[src/rtl/comparator_pkg.sv]
// Shared constants and types for the registered magnitude comparator.
// Build option COMPARATOR_SIGNED_EN (see comparator_core) switches operands to two's-complement.
package comparator_pkg;

  localparam int CMP_WIDTH = 3;

  typedef enum logic [1:0] {
    CMP_LT,
    CMP_EQ,
    CMP_GT
  } cmp_result_t;

  // Expands a comparison result into the {greater, equal, less} one-hot flags.
  function automatic logic [2:0] cmp_to_onehot(input cmp_result_t res);
    logic [2:0] flags;
    flags = 3'b000;
    case (res)
      CMP_GT:  flags = 3'b100;
      CMP_EQ:  flags = 3'b010;
      CMP_LT:  flags = 3'b001;
      default: flags = 3'b000;
    endcase
    return flags;
  endfunction

endpackage

[src/rtl/comparator_3bit_if.sv]
// Operand/result bundle between a datapath producer and the comparator.
// master drives operands and observes results; slave is the comparator side.
interface comparator_3bit_if
  import comparator_pkg::*;
#(
  parameter int WIDTH = CMP_WIDTH
);

  logic             in_valid;
  logic [WIDTH-1:0] a;
  logic [WIDTH-1:0] b;
  logic             out_valid;
  logic             a_greater_b;
  logic             a_equal_b;
  logic             a_less_b;
  logic [WIDTH-1:0] diff_mag;

  modport master (
    output in_valid, a, b,
    input  out_valid, a_greater_b, a_equal_b, a_less_b, diff_mag
  );

  modport slave (
    input  in_valid, a, b,
    output out_valid, a_greater_b, a_equal_b, a_less_b, diff_mag
  );

endinterface

[src/rtl/comparator_core.sv]
// Combinational compare and absolute difference of two WIDTH-bit operands.
// Define COMPARATOR_SIGNED_EN for two's-complement ordering with a saturating magnitude.
module comparator_core
  import comparator_pkg::*;
#(
  parameter int WIDTH = CMP_WIDTH
) (
  input  logic [WIDTH-1:0] a_i,
  input  logic [WIDTH-1:0] b_i,
  output cmp_result_t      result_o,
  output logic [WIDTH-1:0] diff_mag_o
);

`ifdef COMPARATOR_SIGNED_EN
  // One extra bit holds any signed difference, so the magnitude never wraps.
  logic signed [WIDTH:0] a_ext;
  logic signed [WIDTH:0] b_ext;
  logic signed [WIDTH:0] diff_ext;
  logic        [WIDTH:0] mag;

  // NOTE: every output of a combinational block gets a default first so no path infers a latch.
  always_comb begin
    result_o   = CMP_EQ;
    diff_mag_o = '0;
    a_ext      = {a_i[WIDTH-1], a_i};
    b_ext      = {b_i[WIDTH-1], b_i};
    diff_ext   = a_ext - b_ext;
    mag        = diff_ext[WIDTH] ? WIDTH'(0) - diff_ext : diff_ext;

    if (a_ext > b_ext) begin
      result_o = CMP_GT;
    end else if (a_ext < b_ext) begin
      result_o = CMP_LT;
    end

    diff_mag_o = mag[WIDTH] ? {WIDTH{1'b1}} : mag[WIDTH-1:0];
  end
`else
  always_comb begin
    result_o   = CMP_EQ;
    diff_mag_o = '0;
    if (a_i > b_i) begin
      result_o   = CMP_GT;
      diff_mag_o = a_i - b_i;
    end else if (a_i < b_i) begin
      result_o   = CMP_LT;
      diff_mag_o = b_i - a_i;
    end
  end
`endif

endmodule

[src/rtl/comparator_3bit.sv]
// Registered magnitude comparator: one-cycle latency, one-hot flags and |a-b|.
// Honours COMPARATOR_SIGNED_EN through comparator_core; port list is the same in both builds.
module comparator_3bit
  import comparator_pkg::*;
#(
  parameter int WIDTH = CMP_WIDTH
) (
  input  logic              clk,
  input  logic              rst_n,
  comparator_3bit_if.slave  bus
);

  cmp_result_t      core_result;
  logic [WIDTH-1:0] core_diff;

  logic             valid_q, valid_d;
  logic [2:0]       flags_q, flags_d;
  logic [WIDTH-1:0] diff_q,  diff_d;

  comparator_core #(
    .WIDTH (WIDTH)
  ) u_core (
    .a_i        (bus.a),
    .b_i        (bus.b),
    .result_o   (core_result),
    .diff_mag_o (core_diff)
  );

  // Results only move on an accepted input, so idle operands never reach the outputs.
  always_comb begin
    valid_d = bus.in_valid;
    flags_d = flags_q;
    diff_d  = diff_q;
    if (bus.in_valid) begin
      flags_d = cmp_to_onehot(core_result);
      diff_d  = core_diff;
    end
  end

  // NOTE: state registers use non-blocking assignments so every flop samples pre-edge values.
  always_ff @(posedge clk or negedge rst_n) begin
    if (!rst_n) begin
      valid_q <= 1'b0;
      flags_q <= 3'b000;
      diff_q  <= '0;
    end else begin
      valid_q <= valid_d;
      flags_q <= flags_d;
      diff_q  <= diff_d;
    end
  end

  assign bus.out_valid   = valid_q;
  assign bus.a_greater_b = flags_q[2];
  assign bus.a_equal_b   = flags_q[1];
  assign bus.a_less_b    = flags_q[0];
  assign bus.diff_mag    = diff_q;

endmodule

[src/flat_wrapper.sv]
// flat-port wrapper written by rule: the top's interface ports become plain ports
module comparator_3bit_flat import comparator_pkg::*;
#(
  parameter int WIDTH = CMP_WIDTH
)
  (clk, rst_n, bus_in_valid, bus_a, bus_b, bus_out_valid, bus_a_greater_b, bus_a_equal_b, bus_a_less_b, bus_diff_mag);
  comparator_3bit_if #(.WIDTH(WIDTH)) bus_i ();
  input  logic clk;
  input  logic rst_n;
  input wire logic [$bits(bus_i.in_valid)-1:0] bus_in_valid;
  input wire logic [$bits(bus_i.a)-1:0] bus_a;
  input wire logic [$bits(bus_i.b)-1:0] bus_b;
  output wire logic [$bits(bus_i.out_valid)-1:0] bus_out_valid;
  output wire logic [$bits(bus_i.a_greater_b)-1:0] bus_a_greater_b;
  output wire logic [$bits(bus_i.a_equal_b)-1:0] bus_a_equal_b;
  output wire logic [$bits(bus_i.a_less_b)-1:0] bus_a_less_b;
  output wire logic [$bits(bus_i.diff_mag)-1:0] bus_diff_mag;
  assign bus_i.in_valid = bus_in_valid;
  assign bus_i.a = bus_a;
  assign bus_i.b = bus_b;
  assign bus_out_valid = bus_i.out_valid;
  assign bus_a_greater_b = bus_i.a_greater_b;
  assign bus_a_equal_b = bus_i.a_equal_b;
  assign bus_a_less_b = bus_i.a_less_b;
  assign bus_diff_mag = bus_i.diff_mag;
  comparator_3bit #(.WIDTH(WIDTH)) u_core (.clk(clk), .rst_n(rst_n), .bus(bus_i));
endmodule
[config.mk]
export PLATFORM = sky130hd
export DESIGN_NAME = comparator_3bit_flat
export DESIGN_NICKNAME = d
export VERILOG_FILES = /design/src/rtl/comparator_pkg.sv /design/src/rtl/comparator_3bit_if.sv /design/src/rtl/comparator_core.sv /design/src/rtl/comparator_3bit.sv /design/src/flat_wrapper.sv
export SDC_FILE = /design/constraint.sdc
export NUM_CORES = 1
export LEC_CHECK = 0
export BUFFER_PORTS_ARGS = -buffer_cell sky130_fd_sc_hd__buf_2
export CAP_MARGIN = 5
export CORE_AREA = 3 3 43 45
export CTS_CLUSTER_SIZE = 40
export DETAILED_ROUTE_END_ITERATION = 6
export DIE_AREA = 0 0 46 48
export MAX_ROUTING_LAYER = met4
export SKIP_CTS_REPAIR_TIMING = 1
export SYNTH_ARGS = -nofsm -noshare
export SYNTH_HDL_FRONTEND = slang
export SYNTH_SLANG_ARGS = --single-unit
[constraint.sdc]
create_clock -name clk -period 1 [get_ports clk]
set_clock_uncertainty 0.15 [all_clocks]
set_input_delay 0.05 -clock clk [delete_from_list [all_inputs] [get_ports clk]]
set_output_delay 0.05 -clock clk [all_outputs]
set_load 0.02 [all_outputs]
==> impl_metrics.csv, run 1 <==
group,metric,value,unit
status,status,"finished, violations left",
status,failed_checks,"negative setup slack",
finish,fin_cells,92,
finish,ff_latch_area,175,sq um
timing,rsz0062_at_grt,"true",
finish,multi_input_area,357,sq um
logic_synthesis,synth_top_cell_by_area,"dfrtp_1",
timing,slew-limit-headroom,0.864,
logic_synthesis,syn_avg_cell_area,10.5,sq um
flow_run,cap_violations,0,
critical_path,cp_max_fo,3,
timing,setup_viol,5,
floorplan,die_w,46,microns
timing,period_minus_slack,1.28,ns
drt,viasPerCell,4.79,
min_path,min_path_type,"in -> async",
logic_synthesis,synth_warnings,0,
floorplan,fp.dieH,48,microns
cts,cts_tree,"yes",
critical_path,critPathRequiredTime,1.03,ns
placement,port_buffers,15,
finish,drive_gt1_frac,0.697,
placement,gp_congestion,0.716,
logic_synthesis,synth_seq_cells,7,
floorplan,core-area,1510,sq um
critical_path,cp_cell_sequence,"buf_6 > ha_4 > and2b_2 > nor3_2 > or4_1 > a31oi_1",
global_routing,grt_max_degree,10,
critical_path,start_kind,"primary input",
cts,numCtsBuffers,3,
drt,wl,1.09,mm
logic_synthesis,synth.distinct_cells,24,
drt,wl_per_cell,11.8,microns
floorplan,die_area,2210,sq um
placement,placed_cells,82,
global_routing,antenna_found_initial,0,
timing,tightestPinTransition,0.202,ns
critical_path,crit_slowest_cell,"or4_1",
global_routing,grt_use_total,0.114,
critical_path,endpoint_kind,"flip-flop",
finish,nNetsFinal,92,
drt,ant_nets,0,
critical_path,ff2ff_path_depth,2,
cts,path_clk_slew,0.06,ns
logic_synthesis,netlist_top_cells_area,"dfrtp_1, ha_1, fa_1",
finish,area_growth,94.4,%
cts,clk_path_buf_depth,2,
floorplan,rows,14,
drt,drc,0,
logic_synthesis,netlist_area,450,sq um
critical_path,reg2reg_to,"u_core.bus.diff_mag[2]",
timing,worst_slack,-0.275,ns
finish,diodes,0,
drt,firstDrtPassIters,1,
timing,slew_viol_final,0,
cts,clkSinkCount,7,
pwr,ir_worst_vdd,499,uV
cts,h-tree-depth,1,
drt,drtIter0Drc,0,
critical_path,critical_path_class,"in -> reg",
critical_path,arrival,1.30,ns
global_routing,grt.overflow.total,0,
critical_path,r2r-start,"u_core.bus.diff_mag[2]",
cts,insertion_delay,0.25,ns
finish,fillers,135,
floorplan,io_pins,16,
pwr,power,0.00111,W
placement,place_ws,-0.586,ns
drt,num_vias,441,
timing,max_freq,784,MHz
logic_synthesis,syn-num-nets,58,
global_routing,grt_pass1_vias,383,
pwr,leakage,0.401,nW
finish,post-route-util,0.581,
floorplan,start_util,0.299,
logic_synthesis,ys_seq_area_frac,0.389,
pwr,power_density,1270,nW/um^2
global_routing,grt_pass1_wl,1.59,mm
critical_path,rrSetupSlack,0.04,ns
timing,hold_viol,0,
timing,post-route-period-util,1.28,
logic_synthesis,netlist.area_leader.share,0.389,
critical_path,cpPeakStageDelay,0.50,ns
logic_synthesis,syn_inst,43,
placement,dp_hpwl,788,microns
cts,cts-root-buf,"clkbuf_4",
[stage by stage]
step           hold WS [ns]  TNS [ns]  instance area, sq um
3_5_place_dp         -0.261     -2.31                   664
6_report            0.00104    -0.927                   876
4_1_cts              -0.542    -0.961                   692
5_1_grt              0.0104     -1.09                   876
3_3_place_gp         -0.262     -2.27                   664
2_1_floorplan        -0.396     -1.14                   507
[where the power goes]
part	switching [W]	internal [W]
sequential	0.0000269	0.000325
clock	0.000108	0.000146
combinational	0.000218	0.000288
[cells in the mapped netlist]
cell type  number
mux2i_1         1
xnor2_1         1
nor4_1          1
fa_1            2
and3_1          1
ha_1            4
and2b_2         1
nor3_1          1
xor2_1          1
nand2_1         1
o31ai_1         1
inv_1           8
buf_2           1
o22a_1          1
o22ai_1         1
dfrtp_1         7
or4_1           1
a21boi_0        1
nand3_1         1
mux2_2          1
o21a_1          2
nor2_1          2
a31oi_1         1
nor3_2          1
[state kept, by name, summed over array words and instances, names as in the netlist]
signal	cells
u_core.bus.diff_mag	3
u_core.flags_q	3
u_core.bus.out_valid	1
[kinds of logic after synthesis]
group | count (synthesis) | synth area share
flops | 7 | 0.389
mux | 2 | 0.0472
simple gates | 10 | 0.133
compound gates | 7 | 0.114
buf+inv | 9 | 0.0778
fa+ha+maj | 6 | 0.200
xor+xnor | 2 | 0.0389
[worst max path at each step]
stage                        start                      to  slack, ns  cells after the start
final                     bus_a[1]  u_core.bus.diff_mag[1]      -0.28                      6
after global routing      bus_a[0]  u_core.bus.diff_mag[1]      -0.29                      6
after CTS                 bus_a[0]  u_core.bus.diff_mag[1]      -0.31                      6
after detailed placement  bus_a[0]  u_core.bus.diff_mag[1]      -0.59                      6
after global placement    bus_a[0]  u_core.bus.diff_mag[1]      -0.57                      6
after floorplan           bus_a[0]  u_core.bus.diff_mag[1]      -0.40                      5
[placed cells by master (no fill, tap or decap), drive strengths merged]
cell type,instances
mux2,1
inv,8
fa,2
clkbuf,3
xnor2,1
a21boi,1
nand3,1
nand2,1
o21a,2
clkinv,1
xor2,1
nor4,1
dlygate4sd3,2
o22a,1
or4,1
o22ai,1
mux2i,1
a31oi,1
ha,4
buf,28
o31ai,1
and2b,1
and3,1
dfrtp,7
nor2,2
nor3,2
[final cells by class]
type                            instances  share of cell area
Clock inverter                          1             0.00571
Clock buffer                            3              0.0257
Sequential cell                         7               0.200
Tap cell                               16              0.0229
Multi-Input combinational cell         27               0.407
Inverter                                8              0.0429
Timing Repair Buffer                   30               0.296
[per-layer routing]
layer	vias to the layer above	global-route usage	wire [microns]
met5	-	-	0
met4	0	0.136	27
met3	2	0.0263	59
met2	12	0.170	632
met1	215	0.110	366
li1	212	-	-
[critical path, delay by kind of cell]
kind | cells | cell delay (ns)
adders and majority gates | 1 | 0.26
buffers and inverters | 1 | 0.10
and+or+nand+nor | 3 | 0.72
AOI/OAI and AO/OA | 1 | 0.17
Note: power is estimated with default switching activity, not from simulation.
==> run 2, diff against run 1 <==
SKIP_LAST_GASP = 1   (was unset)
==> run 2 against run 1 <==
Final cell count did not move. Global-route usage did not move. Worst hold slack is the same. Flip-flop and latch count stayed put. Highest routed layer unchanged. The flow still finishes with violations (negative setup slack).
==> impl_metrics.csv, run 2 (synthesis gave the netlist of run 1 again) <==
group,metric,value,unit
global_routing,grt_max_degree,10,
finish,post-route-util,0.573,
timing,max_freq,765,MHz
cts,insertion_delay,0.25,ns
global_routing,grt_use_total,0.114,
floorplan,rows,14,
drt,drtIter0Drc,0,
pwr,p_int,0.000754,W
finish,area_growth,91.7,%
cts,numCtsBuffers,3,
timing,period_minus_slack,1.31,ns
drt,firstDrtPassIters,1,
critical_path,arrival,1.33,ns
drt,ant_nets,0,
pwr,p_sw_frac,0.318,
drt,wl_per_cell,11.7,microns
cts,h-tree-depth,1,
global_routing,grt_pass1_vias,383,
timing,post-route-period-util,1.31,
cts,clk_path_buf_depth,2,
drt,drc,0,
pwr,power_switching,0.000352,W
critical_path,cpPeakStageDelay,0.41,ns
status,failed_checks,"negative setup slack",
floorplan,die_area,2210,sq um
cts,cts_tree,"yes",
timing,worst_slack,-0.307,ns
finish,nNetsFinal,92,
drt,wl,1.08,mm
floorplan,die_w,46,microns
floorplan,fp.dieH,48,microns
drt,viasPerCell,4.73,
pwr,power_density,1280,nW/um^2
global_routing,grt.overflow.total,0,
finish,layout_common_cells,"buf_4, buf_6, dfrtp_1, buf_2, ha_4",
placement,port_buffers,15,
finish,drive_gt1_frac,0.697,
finish,diodes,0,
placement,dp_hpwl,788,microns
critical_path,cp_max_fo,2,
cts,path_clk_slew,0.06,ns
timing,hold_viol,0,
finish,mostFrequentLayoutCell,"buf_4",
drt,num_vias,435,
global_routing,antenna_found_initial,0,
critical_path,cp_cell_sequence,"buf_4 > inv_2 > ha_4 > fa_2 > or4_1 > a31oi_1",
timing,slew_viol_final,0,
pwr,ir_worst_vdd,498,uV
global_routing,grt_pass1_wl,1.59,mm
floorplan,io_pins,16,
status,status,"finished, violations left",
timing,tightestPinTransition,0.202,ns
pwr,power_frac_seq,0.318,
critical_path,start_kind,"primary input",
placement,gp_congestion,0.716,
cts,clkSinkCount,7,
timing,rsz0062_at_grt,"true",
min_path,min_path_type,"in -> async",
finish,fillers,133,
floorplan,core-area,1510,sq um
flow_run,cap_violations,0,
critical_path,critical_path_class,"in -> reg",
pwr,power,0.00111,W
critical_path,critPathBufInv,2,
cts,cts-root-buf,"clkbuf_4",
timing,setup_viol,5,
floorplan,start_util,0.299,
critical_path,cpLargestDelayFamily,"adder cells",
pwr,leakage,0.397,nW
critical_path,crit_slowest_cell,"fa_2",
pwr,clockPowerShare,0.230,
pwr,power_frac_comb,0.453,
timing,slew-limit-headroom,0.864,
critical_path,endpoint_kind,"flip-flop",
critical_path,critPathRequiredTime,1.03,ns
[run 2: cell count changes in the layout (fill, tap and decap cells not counted)]
| cell | before | now |
|---|---|---|
| inv_4 | 3 | 2 |
| inv_2 | 2 | 3 |
| buf_4 | 12 | 13 |
| buf_6 | 11 | 9 |
| buf_2 | 5 | 6 |
[run 2: path summary, 6_finish.rpt]
check	startpoint	end	slack, ns	cells after the start
max	bus_a[0]	u_core.bus.diff_mag[1]	-0.31	6
min	rst_n	u_core.flags_q[0]	0.001	2
max reg2reg	u_core.bus.diff_mag[2]	u_core.bus.diff_mag[2]	0.04	2
min reg2reg	u_core.flags_q[2]	u_core.flags_q[2]	0.39	1
max in group asynchronous	rst_n	u_core.bus.out_valid	0.54	2
min in group clk	bus_in_valid	u_core.bus.diff_mag[1]	0.04	3
[run 2: power groups by stage]
stage,clock (W),sequential (W),combinational [W]
after detailed placement,0,0.000349,0.000350
after CTS,0.000265,0.000344,0.000352
final,0.000254,0.000351,0.000501
after global placement,0,0.000347,0.000345
after global routing,0.000275,0.000355,0.000541
after floorplan,0,0.000401,0.000158
[run 2: layout make-up]
| cell class | count | area [sq um] | share of cell area |
|---|---|---|---|
| multi-input cells | 27 | 357 | 0.413 |
| well taps | 16 | 20.0 | 0.0232 |
| inverters | 8 | 35.0 | 0.0406 |
| clock inverters | 1 | 5.00 | 0.00580 |
| repair buffers | 30 | 249 | 0.288 |
| clock buffers | 3 | 22.5 | 0.0261 |
| flip-flops and latches | 7 | 175 | 0.203 |
[run 2: metal layers]
layer  GRT usage  vias to the layer above  wire length [microns]
met3      0.0263                        2                     59
met1       0.110                      209                    383
met5           -                        -                      0
li1            -                      212                      -
met2       0.170                       12                    608
met4       0.136                        0                     27
[run 2: through the flow]
stage | hold slack [ns] | TNS [ns] | instance area [sq um] | std cells | setup WS, ns
CTS | -0.542 | -0.961 | 692 | 86 | -0.313
detailed placement | -0.261 | -2.31 | 664 | 82 | -0.586
global placement | -0.262 | -2.27 | 664 | 82 | -0.566
finish | 0.00104 | -0.968 | 863 | 92 | -0.307
floorplan | -0.396 | -1.14 | 507 | 43 | -0.404
global route | 0.0104 | -1.12 | 863 | 92 | -0.327
